File: config.mk
export PLATFORM = sky130hd
export DESIGN_NAME = sort_stream_ctrl_flat
export DESIGN_NICKNAME = d
export VERILOG_FILES = /design/src/rtl/sort_stream_ctrl_if.sv /design/src/rtl/sort_stream_ctrl.sv /design/src/flat_wrapper.sv
export SDC_FILE = /design/constraint.sdc
export NUM_CORES = 1
export LEC_CHECK = 0
export CAP_MARGIN = 5
export CORE_MARGIN = 3
export CORE_UTILIZATION = 53
export DETAILED_ROUTE_END_ITERATION = 10
export PLACE_DENSITY = 0.85
export SLEW_MARGIN = 15
export SYNTH_ARGS = -nofsm -noshare
export SYNTH_HDL_FRONTEND = slang
export SYNTH_SLANG_ARGS = --single-unit
File: constraint.sdc
create_clock -name clk -period 10.5 [get_ports clk]
set_clock_uncertainty 0.2 [all_clocks]
set_input_delay 1.05 -clock clk [delete_from_list [all_inputs] [get_ports clk]]
set_output_delay 1.05 -clock clk [all_outputs]
set_load 0.02 [all_outputs]
File: src/rtl/sort_stream_ctrl_if.sv
`timescale 1ns/1ps
// Stream and sorter-side signal bundle for sort_stream_ctrl; master is the controller's view.
interface sort_stream_ctrl_if #(
    parameter int W_DATA = 8,
    parameter int NUM    = 32
);
    logic                    s_valid;
    logic                    s_ready;
    logic [W_DATA-1:0]       s_data;
    logic                    s_last;
    logic                    sort_vld_in;
    logic [NUM*W_DATA-1:0]   sort_din;
    logic                    sort_vld_out;
    logic [NUM*W_DATA-1:0]   sort_dout;
    logic                    m_valid;
    logic                    m_ready;
    logic [W_DATA-1:0]       m_data;
    logic                    m_last;

    modport master (
        input  s_valid, s_data, s_last, sort_vld_out, sort_dout, m_ready,
        output s_ready, sort_vld_in, sort_din, m_valid, m_data, m_last
    );

    modport slave (
        output s_valid, s_data, s_last, sort_vld_out, sort_dout, m_ready,
        input  s_ready, sort_vld_in, sort_din, m_valid, m_data, m_last
    );
endinterface

File: src/rtl/sort_stream_ctrl.sv
`timescale 1ns/1ps
// Frame sequencer for the parallel u8 sorter: load+pad, fire, await result, drain real entries (SORT_DESCEND_EN: descending drain).
// Latency: frame_len input beats, FIRE, WAIT for sorter, then one beat/cycle; input stalls from FIRE until the final output beat.
module sort_stream_ctrl #(
    parameter int W_DATA   = 8,
    parameter int NUM      = 32,
    parameter int W_CNT    = 6,
    parameter int SORT_TMO = 16
) (
    input  logic               clk,
    input  logic               rst_n,
    sort_stream_ctrl_if.master bus,
    output logic               busy,
    output logic               err_tmo
);
    localparam int W_IDX = $clog2(NUM);
    localparam int W_TMO = $clog2(SORT_TMO + 1);

    typedef enum logic [1:0] {LOAD, FIRE, WAIT, DRAIN} state_t;

    state_t                     state_q, state_d;
    logic [W_CNT-1:0]           ld_cnt_q, ld_cnt_d;
    logic [W_IDX-1:0]           rd_idx_q, rd_idx_d;
    logic [W_TMO-1:0]           tmo_cnt_q, tmo_cnt_d;
    logic                       err_tmo_q, err_tmo_d;
    logic                       s_ready_q;
    logic [NUM-1:0][W_DATA-1:0] din_q, din_d;
    logic [NUM-1:0][W_DATA-1:0] res_q, res_d;

    logic             s_hs;
    logic             ld_done;
    logic             rd_last;
    logic [W_CNT-1:0] last_cnt;
    logic [W_IDX-1:0] rd_first;
    logic [W_IDX-1:0] rd_next;

    assign s_hs     = bus.s_valid && s_ready_q;
    assign ld_done  = s_hs && (bus.s_last || (ld_cnt_q == W_CNT'(NUM - 1)));
    assign last_cnt = ld_cnt_q - W_CNT'(1);

`ifdef SORT_DESCEND_EN
    assign rd_first = W_IDX'(last_cnt);
    assign rd_last  = (rd_idx_q == '0);
    assign rd_next  = rd_idx_q - W_IDX'(1);
`else
    assign rd_first = '0;
    assign rd_last  = (W_CNT'(rd_idx_q) == last_cnt);
    assign rd_next  = rd_idx_q + W_IDX'(1);
`endif

    always_comb begin
        state_d   = state_q;
        ld_cnt_d  = ld_cnt_q;
        rd_idx_d  = rd_idx_q;
        tmo_cnt_d = tmo_cnt_q;
        err_tmo_d = err_tmo_q;
        din_d     = din_q;
        res_d     = res_q;
        case (state_q)
            LOAD: begin
                if (s_hs) begin
                    din_d[ld_cnt_q[W_IDX-1:0]] = bus.s_data;
                    ld_cnt_d = ld_cnt_q + W_CNT'(1);
                end
                // Pads are written as all-ones on the closing beat so they sort above every real entry.
                if (ld_done) begin
                    for (int i = 0; i < NUM; i++) begin
                        if (W_CNT'(i) > ld_cnt_q) din_d[i] = '1;
                    end
                    state_d = FIRE;
                end
            end
            FIRE: begin
                tmo_cnt_d = '0;
                state_d   = WAIT;
            end
            WAIT: begin
                if (bus.sort_vld_out) begin
                    res_d    = bus.sort_dout;
                    rd_idx_d = rd_first;
                    state_d  = DRAIN;
                end else if (tmo_cnt_q == W_TMO'(SORT_TMO - 1)) begin
                    err_tmo_d = 1'b1;
                    ld_cnt_d  = '0;
                    state_d   = LOAD;
                end else begin
                    tmo_cnt_d = tmo_cnt_q + W_TMO'(1);
                end
            end
            DRAIN: begin
                if (bus.m_ready) begin
                    if (rd_last) begin
                        ld_cnt_d = '0;
                        state_d  = LOAD;
                    end else begin
                        rd_idx_d = rd_next;
                    end
                end
            end
            default: state_d = LOAD;
        endcase
    end

    always_ff @(posedge clk or negedge rst_n) begin
        if (!rst_n) begin
            state_q   <= LOAD;
            ld_cnt_q  <= '0;
            rd_idx_q  <= '0;
            tmo_cnt_q <= '0;
            err_tmo_q <= 1'b0;
            s_ready_q <= 1'b0;
            din_q     <= '0;
        end else begin
            state_q   <= state_d;
            ld_cnt_q  <= ld_cnt_d;
            rd_idx_q  <= rd_idx_d;
            tmo_cnt_q <= tmo_cnt_d;
            err_tmo_q <= err_tmo_d;
            s_ready_q <= (state_d == LOAD);
            din_q     <= din_d;
        end
    end

    // Result storage is only observed in DRAIN, which always follows a capture.
    always_ff @(posedge clk) begin
        res_q <= res_d;
    end

    assign bus.s_ready     = s_ready_q;
    assign bus.sort_vld_in = (state_q == FIRE);
    assign bus.sort_din    = din_q;
    assign bus.m_valid     = (state_q == DRAIN);
    assign bus.m_data      = (state_q == DRAIN) ? res_q[rd_idx_q] : '0;
    assign bus.m_last      = (state_q == DRAIN) && rd_last;
    assign busy            = !((state_q == LOAD) && (ld_cnt_q == '0));
    assign err_tmo         = err_tmo_q;
endmodule

File: src/flat_wrapper.sv
// flat-port wrapper written by rule: the top's interface ports become plain ports
module sort_stream_ctrl_flat 
#(
    parameter int W_DATA   = 8,
    parameter int NUM      = 32,
    parameter int W_CNT    = 6,
    parameter int SORT_TMO = 16
)
  (clk, rst_n, busy, err_tmo, bus_s_valid, bus_s_data, bus_s_last, bus_sort_vld_out, bus_sort_dout, bus_m_ready, bus_s_ready, bus_sort_vld_in, bus_sort_din, bus_m_valid, bus_m_data, bus_m_last);
  sort_stream_ctrl_if #(.W_DATA(W_DATA), .NUM(NUM)) bus_i ();
  input  logic clk;
  input  logic rst_n;
  output logic busy;
  output logic err_tmo;
  input wire logic [$bits(bus_i.s_valid)-1:0] bus_s_valid;
  input wire logic [$bits(bus_i.s_data)-1:0] bus_s_data;
  input wire logic [$bits(bus_i.s_last)-1:0] bus_s_last;
  input wire logic [$bits(bus_i.sort_vld_out)-1:0] bus_sort_vld_out;
  input wire logic [$bits(bus_i.sort_dout)-1:0] bus_sort_dout;
  input wire logic [$bits(bus_i.m_ready)-1:0] bus_m_ready;
  output wire logic [$bits(bus_i.s_ready)-1:0] bus_s_ready;
  output wire logic [$bits(bus_i.sort_vld_in)-1:0] bus_sort_vld_in;
  output wire logic [$bits(bus_i.sort_din)-1:0] bus_sort_din;
  output wire logic [$bits(bus_i.m_valid)-1:0] bus_m_valid;
  output wire logic [$bits(bus_i.m_data)-1:0] bus_m_data;
  output wire logic [$bits(bus_i.m_last)-1:0] bus_m_last;
  assign bus_i.s_valid = bus_s_valid;
  assign bus_i.s_data = bus_s_data;
  assign bus_i.s_last = bus_s_last;
  assign bus_i.sort_vld_out = bus_sort_vld_out;
  assign bus_i.sort_dout = bus_sort_dout;
  assign bus_i.m_ready = bus_m_ready;
  assign bus_s_ready = bus_i.s_ready;
  assign bus_sort_vld_in = bus_i.sort_vld_in;
  assign bus_sort_din = bus_i.sort_din;
  assign bus_m_valid = bus_i.m_valid;
  assign bus_m_data = bus_i.m_data;
  assign bus_m_last = bus_i.m_last;
  sort_stream_ctrl #(.W_DATA(W_DATA), .NUM(NUM), .W_CNT(W_CNT), .SORT_TMO(SORT_TMO)) u_core (.clk(clk), .rst_n(rst_n), .bus(bus_i), .busy(busy), .err_tmo(err_tmo));
endmodule
==> flow_summary.json <==
{
  "fmax_mhz": 189,
  "period_share": 0.505,
  "start_util": 0.539,
  "setup_tns_ns": 0,
  "rsz0062_at_grt": "no",
  "synth.avg_cell_area_sq_um": 12.2,
  "fin_util": 0.728,
  "worst-path-buf-inv": 2,
  "cp-start-kind": "register",
  "cts.sinks": 532,
  "worst_path_largest_cell_delay_ns": 0.75,
  "area_growth_pct": 34.9,
  "core_sq_um": 40000,
  "slew-limit-headroom": 0.323,
  "die_w_microns": 208,
  "powerDensity_nw_per_um2": 168,
  "setup_violations": 0,
  "status": "completed",
  "h-tree-depth": 2,
  "synth-seq-cells": 532,
  "tritoncts": "built",
  "grt_overflow": 0,
  "totalWireLength_mm": 73.9,
  "firstDrtPassIters": 8,
  "drc": 0,
  "tightest_slew_ns": 1.02,
  "die_h_microns": 208,
  "reg2reg_depth": 4,
  "vias": 17300,
  "grt_pass1_wl_mm": 110,
  "ys_warn_count": 0,
  "crit_arrival_ns": 4.05,
  "cp_slowest_cell": "buf_4",
  "power.leakage_nw": 12.0,
  "crit_fanout": 51,
  "end_kind": "output pin",
  "synth_edf_count": 256,
  "synth_top_flop_cell": "dfrtp_1",
  "r2r_slack_ns": 6.12,
  "seq_area_frac_synth": 0.677,
  "crit_chain": "buf_4 > mux4_2 > a22o_1 > a221oi_1 > o21ai_0 > clkdlybuf4s50_1",
  "wire_per_inst_microns": 25.7,
  "synthesis.area_sq_um": 21600,
  "drive_gt1_frac": 0.0776,
  "io_buffer_count": 539,
  "cp.required_ns": 9.25,
  "crit_cells": 6,
  "grt_usage": 0.336,
  "detail-route-antenna-nets": 0,
  "syn_inst": 1768,
  "cts_resized": 0,
  "clockBufferDepth": 3,
  "final_max_slew_viol_count": 0,
  "antenna_found_initial": 7,
  "globalplace.congestion": 0.906,
  "rows": 73,
  "worstReg2RegEnd": "u_core.res_q[205]",
  "cts_root_buffer": "clkbuf_16",
  "synth_nets": 2046,
  "grt_pass1_vias": 17500,
  "drt_iter0_markers": 1896,
  "dpl.hpwl_mm": 51.8,
  "grt_max_degree": 133,
  "hold_path_class": "register to register",
  "clock_latency_ns": 0.60,
  "ys_types": 61,
  "crit_end": "bus_m_data[7]",
  "cts_buffers": 53,
  "die_area_sq_um": 43200,
  "finalNetCount": 2584,
  "crit_path_start": "u_core.rd_idx_q[1]",
  "maxCapViolations": 0,
  "ios": 540,
  "timing.rr.start": "u_core.state_q[1]",
  "path_class": "register to output pin",
  "vias_per_cell": 6.04,
  "vdd_drop_max_mv": 0.171,
  "cpLargestDelayFamily": "buffers and inverters",
  "postCtsHoldBufs": 0,
  "postCtsSetupBuffers": 0,
  "finalHoldViolCount": 0,
  "postSynth.asyncResetShare": 0.519,
  "path_clk_slew_ns": 0.06,
  "fin_crit_ns": 5.30
}
report_power, final:
group / switching (mW) / internal, mW / total, mW
registers: 0.0849 / 2.20 / 2.28
clock network: 0.808 / 1.08 / 1.88
logic: 0.352 / 0.385 / 0.737
metal layers:
layer,global-route usage,share of wire,vias up
met3,0.0792,0.10,281
met4,0.163,0.058,10
met1,0.390,0.32,8373
met5,0,0.00097,-
li1,-,-,7352
met2,0.592,0.51,1324
cell families after synthesis:
kind of cell    count (synthesis)  synth area share
mux                            89            0.0789
compound gates                 95            0.0296
fa+ha+maj                       8           0.00464
flops                         532             0.677
buf+inv                        82            0.0181
simple gates                  956             0.190
xor+xnor                        6           0.00244
metrics by stage:
step           setup WS (ns)  instance area (sq um)  std cells  power (mW)  hold WS, ns
2_1_floorplan           3.11                  21600       1768        2.73        0.271
3_3_place_gp            5.72                  27400       2776        3.03        0.259
3_5_place_dp            5.59                  27400       2776        3.04        0.265
4_1_cts                 5.05                  29100       2871        4.91        0.279
5_1_grt                 4.99                  29100       2872        5.04        0.296
6_report                5.20                  29100       2872        4.90        0.276
state kept, by name, indices dropped and copies added (netlist names):
signal,cells
u_core.bus.s_ready,1
u_core.bus.sort_din,256
u_core.err_tmo,1
u_core.ld_cnt_q,6
u_core.rd_idx_q,5
u_core.res_q,256
u_core.state_q,2
u_core.tmo_cnt_q,5
worst min path at each step:
| stage | start | endpoint | slack (ns) | depth (start not counted) |
|---|---|---|---|---|
| after floorplan | u_core.tmo_cnt_q[4] | u_core.tmo_cnt_q[4] | 0.27 | 2 |
| after global placement | u_core.err_tmo | u_core.err_tmo | 0.26 | 1 |
| after detailed placement | u_core.err_tmo | u_core.err_tmo | 0.27 | 1 |
| after CTS | u_core.err_tmo | u_core.err_tmo | 0.28 | 1 |
| after global routing | u_core.err_tmo | u_core.err_tmo | 0.30 | 1 |
| final | u_core.err_tmo | u_core.err_tmo | 0.28 | 1 |
final cells by class:
type                            count  area [sq um]
Antenna cell                        1          2.50
Timing Repair Buffer              553          5510
Inverter                           12          52.6
Clock inverter                     24           239
Clock buffer                       71          1460
Multi-Input combinational cell   1154          6590
Fill cell                        2505         10900
Sequential cell                   532         14600
Tap cell                          525           657
placed cells by master, fill, tap and decap left out, types with 4 or more instances in the layout:
master,instances
mux2i_1,17
edfxtp_1,256
clkdlybuf4s50_1,538
o211ai_1,5
a22oi_1,4
nor3_1,15
ha_1,8
bufinv_16,4
a21o_1,5
inv_1,7
clkinvlp_4,4
a21oi_1,9
a22o_1,8
clkbuf_8,7
o21ai_0,23
buf_4,14
clkbuf_1,11
clkinv_1,11
clkbuf_16,53
nand3b_1,5
nand2_1,574
xnor2_1,4
a221oi_1,4
mux2_2,8
nor2_1,63
dfrtp_1,273
o21ai_1,10
nand3_1,265
and2_1,5
o22ai_1,5
mux4_2,64
cell usage after synthesis, types with 3 or more instances:
master    instances  share of area
nand2_1         574           0.10
dfrtp_1         276           0.32
nand3_1         265          0.061
edfxtp_1        256           0.36
mux4_2           64          0.067
nor2_1           63          0.011
clkbuf_1         41         0.0071
o21ai_0          23         0.0053
mux2i_1          17         0.0079
buf_2            15         0.0035
nor3_1           15         0.0035
o21ai_1          10         0.0023
a21oi_1           9         0.0021
a22o_1            8         0.0032
ha_1              8         0.0046
inv_1             8         0.0014
mux2_2            8         0.0042
buf_6             6         0.0031
a21o_1            5         0.0017
and2_1            5         0.0015
buf_4             5         0.0017
nand3b_1          5         0.0017
o211ai_1          5         0.0017
o22ai_1           5         0.0015
a221oi_1          4         0.0016
a22oi_1           4         0.0014
xnor2_1           4         0.0016
and3_1            3        0.00087
and4_1            3         0.0012
buf_1             3        0.00052
clkinv_1          3        0.00052
nand2b_1          3        0.00087
o221ai_1          3         0.0012
or2_2             3        0.00087
or3_1             3        0.00087
No activity file was read; power rests on OpenSTA's default activity.
